[src/rtl/ps2mouse_cursor_track_if.sv]
// Packet-in / cursor-out bundle for ps2mouse_cursor_track.
// master drives packets and recentre; slave is the cursor tracker.
interface ps2mouse_cursor_track_if;
  logic        iTrig;
  logic [31:0] iData;
  logic        iClr;
  logic        oTrig;
  logic [9:0]  oX;
  logic [9:0]  oY;
  logic [2:0]  oBtn;
  logic [2:0]  oClick;
  logic        oLost;
  logic [7:0]  oZ;

  modport master (
    output iTrig, iData, iClr,
    input  oTrig, oX, oY, oBtn, oClick, oLost, oZ
  );

  modport slave (
    input  iTrig, iData, iClr,
    output oTrig, oX, oY, oBtn, oClick, oLost, oZ
  );
endinterface

[src/rtl/ps2mouse_cursor_track.sv]
// Converts decoded PS/2 mouse packets into a clamped absolute cursor, button levels and click pulses.
// Optional wheel accumulator on oZ is built only when PS2MOUSE_WHEEL_EN is defined.
module ps2mouse_cursor_track #(
  parameter int H_MAX       = 639,
  parameter int V_MAX       = 479,
  parameter int X_INIT      = 320,
  parameter int Y_INIT      = 240,
  parameter int SPEED_SHIFT = 0
) (
  input logic CLOCK,
  input logic RST,
  ps2mouse_cursor_track_if.slave bus
);

  typedef enum logic [1:0] {S_IDLE, S_LATCH, S_CALC, S_COMMIT} state_t;

  localparam logic signed [12:0] H_MAX_S = 13'(H_MAX);
  localparam logic signed [12:0] V_MAX_S = 13'(V_MAX);

  state_t             state, state_nx;
  logic               take_in, take_pend, store, drop;
  logic               do_latch, do_calc, do_commit;
  logic               pend_valid;
  logic [31:0]        pend_data;
  logic [31:0]        pkt;
  logic signed [12:0] dx, dy;
  logic [2:0]         btn_lat;
  logic [9:0]         x_calc, y_calc;
  logic signed [12:0] x_sum, y_sum;

  function automatic logic signed [12:0] axis_delta(input logic [7:0] mag,
                                                    input logic sgn, input logic ovf);
    logic signed [12:0] d;
    d = ovf ? 13'sd0 : {{4{sgn}}, sgn, mag};
    return d <<< SPEED_SHIFT;
  endfunction

  function automatic logic [9:0] clamp(input logic signed [12:0] v,
                                       input logic signed [12:0] hi);
    if (v < 13'sd0)  return 10'd0;
    else if (v > hi) return hi[9:0];
    else             return v[9:0];
  endfunction

  // NOTE: sequential state uses non-blocking assignments so every register samples pre-edge values.
  always_ff @(posedge CLOCK or posedge RST) begin
    if (RST) state <= S_IDLE;
    else     state <= state_nx;
  end

  always_comb begin
    state_nx = state;
    unique case (state)
      S_IDLE:   if (bus.iTrig) state_nx = S_LATCH;
      S_LATCH:  state_nx = S_CALC;
      S_CALC:   state_nx = S_COMMIT;
      S_COMMIT: state_nx = (pend_valid || bus.iTrig) ? S_LATCH : S_IDLE;
      default:  state_nx = S_IDLE;
    endcase
    if (bus.iClr) state_nx = S_IDLE;
  end

  // NOTE: every always_comb output gets a default first so no latch is inferred.
  always_comb begin
    take_in   = 1'b0;
    take_pend = 1'b0;
    store     = 1'b0;
    drop      = 1'b0;
    do_latch  = 1'b0;
    do_calc   = 1'b0;
    do_commit = 1'b0;
    unique case (state)
      S_IDLE: take_in = bus.iTrig;
      S_LATCH, S_CALC: begin
        do_latch = (state == S_LATCH);
        do_calc  = (state == S_CALC);
        store    = bus.iTrig && !pend_valid;
        drop     = bus.iTrig && pend_valid;
      end
      S_COMMIT: begin
        // A trigger arriving in COMMIT with an empty buffer passes straight through to LATCH.
        do_commit = 1'b1;
        take_pend = pend_valid;
        take_in   = bus.iTrig && !pend_valid;
        drop      = bus.iTrig && pend_valid;
      end
      default: ;
    endcase
    if (bus.iClr) begin
      take_in   = 1'b0;
      take_pend = 1'b0;
      store     = 1'b0;
      drop      = 1'b0;
      do_latch  = 1'b0;
      do_calc   = 1'b0;
      do_commit = 1'b0;
    end
  end

  assign x_sum = $signed({3'b000, bus.oX}) + dx;
  assign y_sum = $signed({3'b000, bus.oY}) - dy;

  // NOTE: datapath registers are reset too, so no X ever reaches the cursor outputs.
  always_ff @(posedge CLOCK or posedge RST) begin
    if (RST) begin
      bus.oX     <= 10'(X_INIT);
      bus.oY     <= 10'(Y_INIT);
      bus.oBtn   <= 3'b000;
      bus.oClick <= 3'b000;
      bus.oTrig  <= 1'b0;
      bus.oLost  <= 1'b0;
      pend_valid <= 1'b0;
      pend_data  <= '0;
      pkt        <= '0;
      dx         <= '0;
      dy         <= '0;
      btn_lat    <= '0;
      x_calc     <= '0;
      y_calc     <= '0;
    end else if (bus.iClr) begin
      bus.oX     <= 10'(X_INIT);
      bus.oY     <= 10'(Y_INIT);
      bus.oClick <= 3'b000;
      bus.oTrig  <= 1'b0;
      pend_valid <= 1'b0;
    end else begin
      bus.oTrig  <= do_commit;
      bus.oClick <= do_commit ? (btn_lat & ~bus.oBtn) : 3'b000;

      if (take_in)        pkt <= bus.iData;
      else if (take_pend) pkt <= pend_data;

      if (store) begin
        pend_valid <= 1'b1;
        pend_data  <= bus.iData;
      end else if (take_pend) begin
        pend_valid <= 1'b0;
      end

      if (drop) bus.oLost <= 1'b1;

      if (do_latch) begin
        dx      <= axis_delta(pkt[15:8],  pkt[4], pkt[6]);
        dy      <= axis_delta(pkt[23:16], pkt[5], pkt[7]);
        btn_lat <= pkt[2:0];
      end

      if (do_calc) begin
        x_calc <= clamp(x_sum, H_MAX_S);
        y_calc <= clamp(y_sum, V_MAX_S);
      end

      if (do_commit) begin
        bus.oX   <= x_calc;
        bus.oY   <= y_calc;
        bus.oBtn <= btn_lat;
      end
    end
  end

`ifdef PS2MOUSE_WHEEL_EN
  logic signed [3:0] dz;
  logic signed [7:0] z;
  logic signed [8:0] z_sum;
  logic [4:0]        unused_bits;

  assign z_sum       = {z[7], z} + {{5{dz[3]}}, dz};
  assign bus.oZ      = z;
  assign unused_bits = {pkt[31:28], pkt[3]};

  always_ff @(posedge CLOCK or posedge RST) begin
    if (RST) begin
      dz <= '0;
      z  <= '0;
    end else if (bus.iClr) begin
      z  <= '0;
    end else begin
      if (do_latch) dz <= pkt[27:24];
      if (do_commit) begin
        if (z_sum > 9'sd127)       z <= 8'sd127;
        else if (z_sum < -9'sd128) z <= -8'sd128;
        else                       z <= z_sum[7:0];
      end
    end
  end
`else
  logic [8:0] unused_bits;

  assign bus.oZ      = 8'd0;
  assign unused_bits = {pkt[31:24], pkt[3]};
`endif

endmodule

[src/flat_wrapper.sv]
// flat-port wrapper written by rule: the top's interface ports become plain ports
module ps2mouse_cursor_track_flat 
#(
  parameter int H_MAX       = 639,
  parameter int V_MAX       = 479,
  parameter int X_INIT      = 320,
  parameter int Y_INIT      = 240,
  parameter int SPEED_SHIFT = 0
)
  (CLOCK, RST, bus_iTrig, bus_iData, bus_iClr, bus_oTrig, bus_oX, bus_oY, bus_oBtn, bus_oClick, bus_oLost, bus_oZ);
  ps2mouse_cursor_track_if bus_i ();
  input logic CLOCK;
  input logic RST;
  input wire logic [$bits(bus_i.iTrig)-1:0] bus_iTrig;
  input wire logic [$bits(bus_i.iData)-1:0] bus_iData;
  input wire logic [$bits(bus_i.iClr)-1:0] bus_iClr;
  output wire logic [$bits(bus_i.oTrig)-1:0] bus_oTrig;
  output wire logic [$bits(bus_i.oX)-1:0] bus_oX;
  output wire logic [$bits(bus_i.oY)-1:0] bus_oY;
  output wire logic [$bits(bus_i.oBtn)-1:0] bus_oBtn;
  output wire logic [$bits(bus_i.oClick)-1:0] bus_oClick;
  output wire logic [$bits(bus_i.oLost)-1:0] bus_oLost;
  output wire logic [$bits(bus_i.oZ)-1:0] bus_oZ;
  assign bus_i.iTrig = bus_iTrig;
  assign bus_i.iData = bus_iData;
  assign bus_i.iClr = bus_iClr;
  assign bus_oTrig = bus_i.oTrig;
  assign bus_oX = bus_i.oX;
  assign bus_oY = bus_i.oY;
  assign bus_oBtn = bus_i.oBtn;
  assign bus_oClick = bus_i.oClick;
  assign bus_oLost = bus_i.oLost;
  assign bus_oZ = bus_i.oZ;
  ps2mouse_cursor_track #(.H_MAX(H_MAX), .V_MAX(V_MAX), .X_INIT(X_INIT), .Y_INIT(Y_INIT), .SPEED_SHIFT(SPEED_SHIFT)) u_core (.CLOCK(CLOCK), .RST(RST), .bus(bus_i));
endmodule
[config.mk]
export PLATFORM = sky130hd
export DESIGN_NAME = ps2mouse_cursor_track_flat
export DESIGN_NICKNAME = d
export VERILOG_FILES = /design/src/rtl/ps2mouse_cursor_track_if.sv /design/src/rtl/ps2mouse_cursor_track.sv /design/src/flat_wrapper.sv
export SDC_FILE = /design/constraint.sdc
export NUM_CORES = 1
export LEC_CHECK = 0
export ABC_AREA = 1
export CORE_ASPECT_RATIO = 0.75
export CORE_MARGIN = 3
export CORE_UTILIZATION = 50
export DETAILED_ROUTE_END_ITERATION = 10
export PLACE_DENSITY = 0.83
export SKIP_CTS_REPAIR_TIMING = 1
export SLEW_MARGIN = 25
export SYNTH_ARGS = -nofsm -noshare
export SYNTH_HDL_FRONTEND = slang
export SYNTH_SLANG_ARGS = --single-unit
[constraint.sdc]
create_clock -name CLOCK -period 4.5 [get_ports CLOCK]
set_input_delay 0.675 -clock CLOCK [delete_from_list [all_inputs] [get_ports CLOCK]]
set_output_delay 0.675 -clock CLOCK [all_outputs]
set_load 0.005 [all_outputs]
After elaboration in Yosys (flattened, before gate mapping)
Index checks and enable logic that the tools add are counted.
Word-level totals
  logic and storage cells: 80
  output and inout port bits: 36
  bits of input ports: 36
  flip-flop bits (word level): 128
Cells by class
  reductions and logical operators: 16
  mux-type cells: 36
  equal/unequal tests: 4
  bitwise operators: 3
  add/sub/neg operators: 2
  order comparisons: 4
Operators by type and width (count)
  10-bit 2-to-1 mux: 8
  24-bit 2-to-1 mux: 2
  13-bit by 1-bit less-than comparator with 1-bit output (second input constant): 2
  13-bit 2-to-1 mux: 2
  1-bit 2-to-1 mux: 18
  11-bit by 13-bit adder with 13-bit output: 1
  13-bit by 10-bit > comparator with 1-bit output (second input constant): 1
  13-bit by 11-bit > comparator with 1-bit output (second input constant): 1
  11-bit by 13-bit subtractor with 13-bit output: 1
  2-bit AND reduction: 6
  2-bit case mux with 4 select lines: 1
  3-bit 2-to-1 mux: 2
  2-bit equality test (second input constant): 2
  2-bit 2-to-1 mux: 2
  2-bit nonzero test: 2
  3-bit AND: 1
  3-bit inequality test (second input constant): 1
  3-bit NOT: 1
  3-bit nonzero test: 1
  3-bit OR reduction: 1
  2-bit by 1-bit equality test with 1-bit output (second input constant): 1
  1-bit logical AND: 2
  2-bit zero test: 1
  1-bit case mux with 2 select lines: 1
  4 further kinds: 4

Longest topological paths before layout
  depth in word-level cells: 6
  gate-level depth with buffers: 17
  mapped depth without buffers: 17

Least setup slack after synthesis
OpenSTA, ideal clock, no wires.
  path type: register -> register
  from: register u_core.bus.oX[0]
  to: register u_core.x_calc[6]
  library setup time: 0.116 ns
  slack: 2.564 ns
  period minus slack after synthesis: 1.936 ns
  stages on the path, launching flop included: 18
  required time: 4.384 ns
  path buffers: 0
  data arrival time: 1.820 ns
  cells stage by stage: dfrtp_1 ha_1 inv_1 fa_1 inv_1 nand2_1 nand2_1 nand3_1 nand2_1 nand2_1 nand2_1 nand2_1 nand2_2 nand2_2 nand2_2 nand2_1 nand2_1 nand2_1
On the way
  longest elaborated chain between the ends: 4
  elaborated cells between the ends (all ways): 5
  those cells by class: add/sub: 1; order compare: 2; mux: 2
Ends and longest elaborated chain
  start, declared: RTL line ps2mouse_cursor_track_if.sv:22  | output oTrig, oX, oY, oBtn, oClick, oLost, oZ
  start signal, assigned: RTL line ps2mouse_cursor_track.sv:106  | bus.oX <= 10'(X_INIT);
  start signal, assigned: RTL line ps2mouse_cursor_track.sv:121  | bus.oX <= 10'(X_INIT);
  start signal, assigned: RTL line ps2mouse_cursor_track.sv:154  | bus.oX <= x_calc;
  11-bit by 13-bit adder with 13-bit output *: RTL line ps2mouse_cursor_track.sv:100  | assign x_sum = $signed({3'b000, bus.oX}) + dx;
  13-bit by 11-bit > comparator with 1-bit output: RTL line ps2mouse_cursor_track.sv:41  | else if (v > hi) return hi[9:0];
  10-bit 2-to-1 mux: RTL line ps2mouse_cursor_track.sv:41
  10-bit 2-to-1 mux *: RTL line ps2mouse_cursor_track.sv:40  | if (v < 13'sd0) return 10'd0;
  end signal, assigned: RTL line ps2mouse_cursor_track.sv:149  | x_calc <= clamp(x_sum, H_MAX_S);
  end, declared: RTL line ps2mouse_cursor_track.sv:28  | logic [9:0] x_calc, y_calc;
Mark *: on every way between the ends. The rest lies on a longest branch, timed or not.
A chain may end at the register's enable or synchronous reset.

Worst setup path after layout
  from: input bus_iClr
  to: register u_core.pkt[16]
On the way
  longest elaborated chain between the ends: 3
  elaborated cells between the ends (all ways): 6
  those cells by class: mux: 3; bitwise: 1; reduce/logical: 2
Ends and longest elaborated chain
  start, declared: RTL line flat_wrapper.sv:16  | input wire logic [$bits(bus_i.iClr)-1:0] bus_iClr;
  1-bit 2-to-1 mux: RTL line ps2mouse_cursor_track.sv:89  | if (bus.iClr) begin
  2-bit nonzero test (no source line)
  2-bit AND reduction (no source line)
  end signal, assigned: RTL line ps2mouse_cursor_track.sv:130  | if (take_in) pkt <= bus.iData;
  end signal, assigned: RTL line ps2mouse_cursor_track.sv:131  | else if (take_pend) pkt <= pend_data;
  end, declared: RTL line ps2mouse_cursor_track.sv:25  | logic [31:0] pkt;
Several ways; a longest one is shown, not always the timed one.

==> results.cfg <==
[logic_synthesis]
synth_area_um2 = 6170
seq_area_frac_synth_pct = 48.0
yosys_warnings = 0
synth_top_area_share_pct = 45.4
avgSynthCellArea_um2 = 8.34
syn_inst = 740
ys_types = 43
ys_seq_elements = 118
synth-async-reset-ratio_pct = 100
yosys.area.top_type = dfrtp_1
synth.area.top_cells = dfrtp_1 45%, nand2_1 11%, inv_1 7.2%
yosys_most_used_dff = dfrtp_1
synth_edf_count = 0

[die]
rows = 34
initial_core_util_pct = 52.2
dieArea_um2 = 13700
die_x_um = 134
io_pins = 72
die_h_um = 102
core_um2 = 11800

[route]
drc = 0
drtPass1Iterations = 5
wl_per_cell_um = 15.1
ant_nets = 0
drtIter0Drc = 549
viasPerCell = 5.31
wl_mm = 14.6
vias = 5144

[clock_tree]
clk_latency_ns = 0.41
clk_pin_slew_ns = 0.06
cts_htree_levels = 4
clock_sinks = 118
cts_tree = built
clockBufferDepth = 2
clockRootBuffer = clkbuf_16
cts_buffers = 17

[critical_path]
crit_chain = clkdlybuf4s50_1, nor2_4, buf_4, inv_1, o21ai_2, o221ai_1
slowest_stage = o21ai_2
crit_fanout = 23
critPathKind = in2reg
cp_slowest_stage_delay_ns = 0.84
crit_required_ns = 4.72
start_kind = input port
worstPathArrival_ns = 3.06
end_kind = flop

[final_layout]
fill_cells = 1006
final_core_util_pct = 62.9
drive_gt1_share_pct = 9.31
stdcell_count = 968
final_common_cell = nand2_1
final_cell_mix = 188 x nand2_1, 118 x inv_1, 112 x dfrtp_1
n_antenna_cell = 0
syn_to_final_growth_pct = 20.5
multi_input_area_um2 = 2610
fin_nets = 859
seq_area_um2 = 2960

[global_routing]
grt_usage_pct = 22.1
grt_max_degree = 89
grt_overflow = 0
grt_pass1_vias = 4728
grt_pass1_wl_mm = 23.9
antenna_found_initial = 0

[sta]
tns_ns = 0
grt_setup_unrepaired = no
skew_ns = 0.00660
max_slew_margin_pct = 37.0
finalCriticalPeriod_ns = 2.84
worstMarginPinSlew_ns = 0.945
finalSetupViolations = 0
period_share_pct = 63.1
slew_violations = 0
fmax_ghz = 0.352
hold_violations = 0

[power_and_ir_drop]
p_per_area_nw_per_um2 = 698
p_leak_nw = 3.70
peakVddDrop_mv = 0.397

[place]
place_inst = 937
io_buffers = 54
hpwlAfterDp_mm = 9.99
place_congestion = 0.963

[run]
max_cap_violations = 0

[worst_hold_path]
holdCritPathClass = reg2reg

[outcome]
status = finished, final reports clean
## state kept, by name, summed over array words and instances (netlist names)
register,count
u_core.btn_lat,3
u_core.bus.oBtn,3
u_core.bus.oClick,3
u_core.bus.oLost,1
u_core.bus.oTrig,1
u_core.bus.oX,10
u_core.bus.oY,10
u_core.dx,9
u_core.dy,9
u_core.pend_data,23
u_core.pend_valid,1
u_core.pkt,23
u_core.state,2
u_core.x_calc,10
u_core.y_calc,10
## logic make-up after synthesis
logic type | Yosys count | share of synthesized area [%]
XOR/XNOR | 8 | 1.14
other | 1 | 0.0607
adder cells (fa/ha/maj) | 29 | 6.12
buffers and inverters | 157 | 10.2
flip-flops | 118 | 48.0
AO/OA/AOI/OAI | 121 | 12.6
AND/OR/NAND/NOR | 306 | 21.9
## critical path, delay by kind of cell
family	cells	cell delay, ns
compound gates	2	1.11
buf+inv	3	1.10
simple gates	1	0.15
## per-stage QoR
stage	hold slack [ns]	total power, mW	area [um2]	worst slack [ns]
floorplan	0.440	3.23	6200	0.706
detailed placement	0.440	3.74	6820	1.36
CTS	0.449	5.18	7440	1.70
global placement	0.443	3.66	6820	1.41
finish	0.453	5.19	7440	1.66
global route	0.476	5.55	7440	1.50
## cells in the mapped netlist, types with 6 or more instances
master	number
dfstp_2	6
a22o_1	7
nor2_1	31
buf_2	9
o21ai_0	52
buf_4	8
inv_1	119
nand2_1	188
dfrtp_1	112
o221ai_1	23
o31ai_1	9
nand3_1	52
nand2_2	11
a21oi_1	13
ha_1	27
clkbuf_1	8
## cell type report
type | count | share of cell area [%]
Clock buffer | 18 | 5.90
Tap cell | 162 | 2.72
Timing Repair Buffer | 59 | 7.77
Clock inverter | 13 | 2.32
Inverter | 126 | 6.43
Sequential cell | 118 | 39.8
Multi-Input combinational cell | 472 | 35.1
## power by group
| part | leakage (nW) | switching [mW] | internal (mW) |
|---|---|---|---|
| Combinational | 1.91 | 1.31 | 0.770 |
| Sequential | 1.50 | 0.246 | 1.48 |
| Clock | 0.285 | 0.497 | 0.888 |
| Total | 3.70 | 2.06 | 3.14 |
## metal layers
layer,up-vias,wire length (um),track usage [%]
met5,-,0,0
met3,20,1300,4.92
met4,0,169,6.34
met1,2398,6710,32.2
li1,2493,-,-
met2,233,6410,33.7
## path summary, 6_finish.rpt
check | from | end | slack, ns | cells past startpoint
setup reg to reg | u_core.state[0] | u_core.pkt[16] | 1.84 | 7
hold / removal | u_core.bus.oBtn[1] | u_core.bus.oClick[1] | 0.45 | 1
setup / recovery | bus_iClr | u_core.pkt[16] | 1.66 | 6
hold reg to reg | u_core.bus.oBtn[1] | u_core.bus.oClick[1] | 0.45 | 1
max in group asynchronous | RST | u_core.bus.oY[5] | 2.92 | 3
min in group asynchronous | RST | u_core.pend_data[12] | 0.78 | 2
No activity file was read; power rests on OpenSTA's default activity.
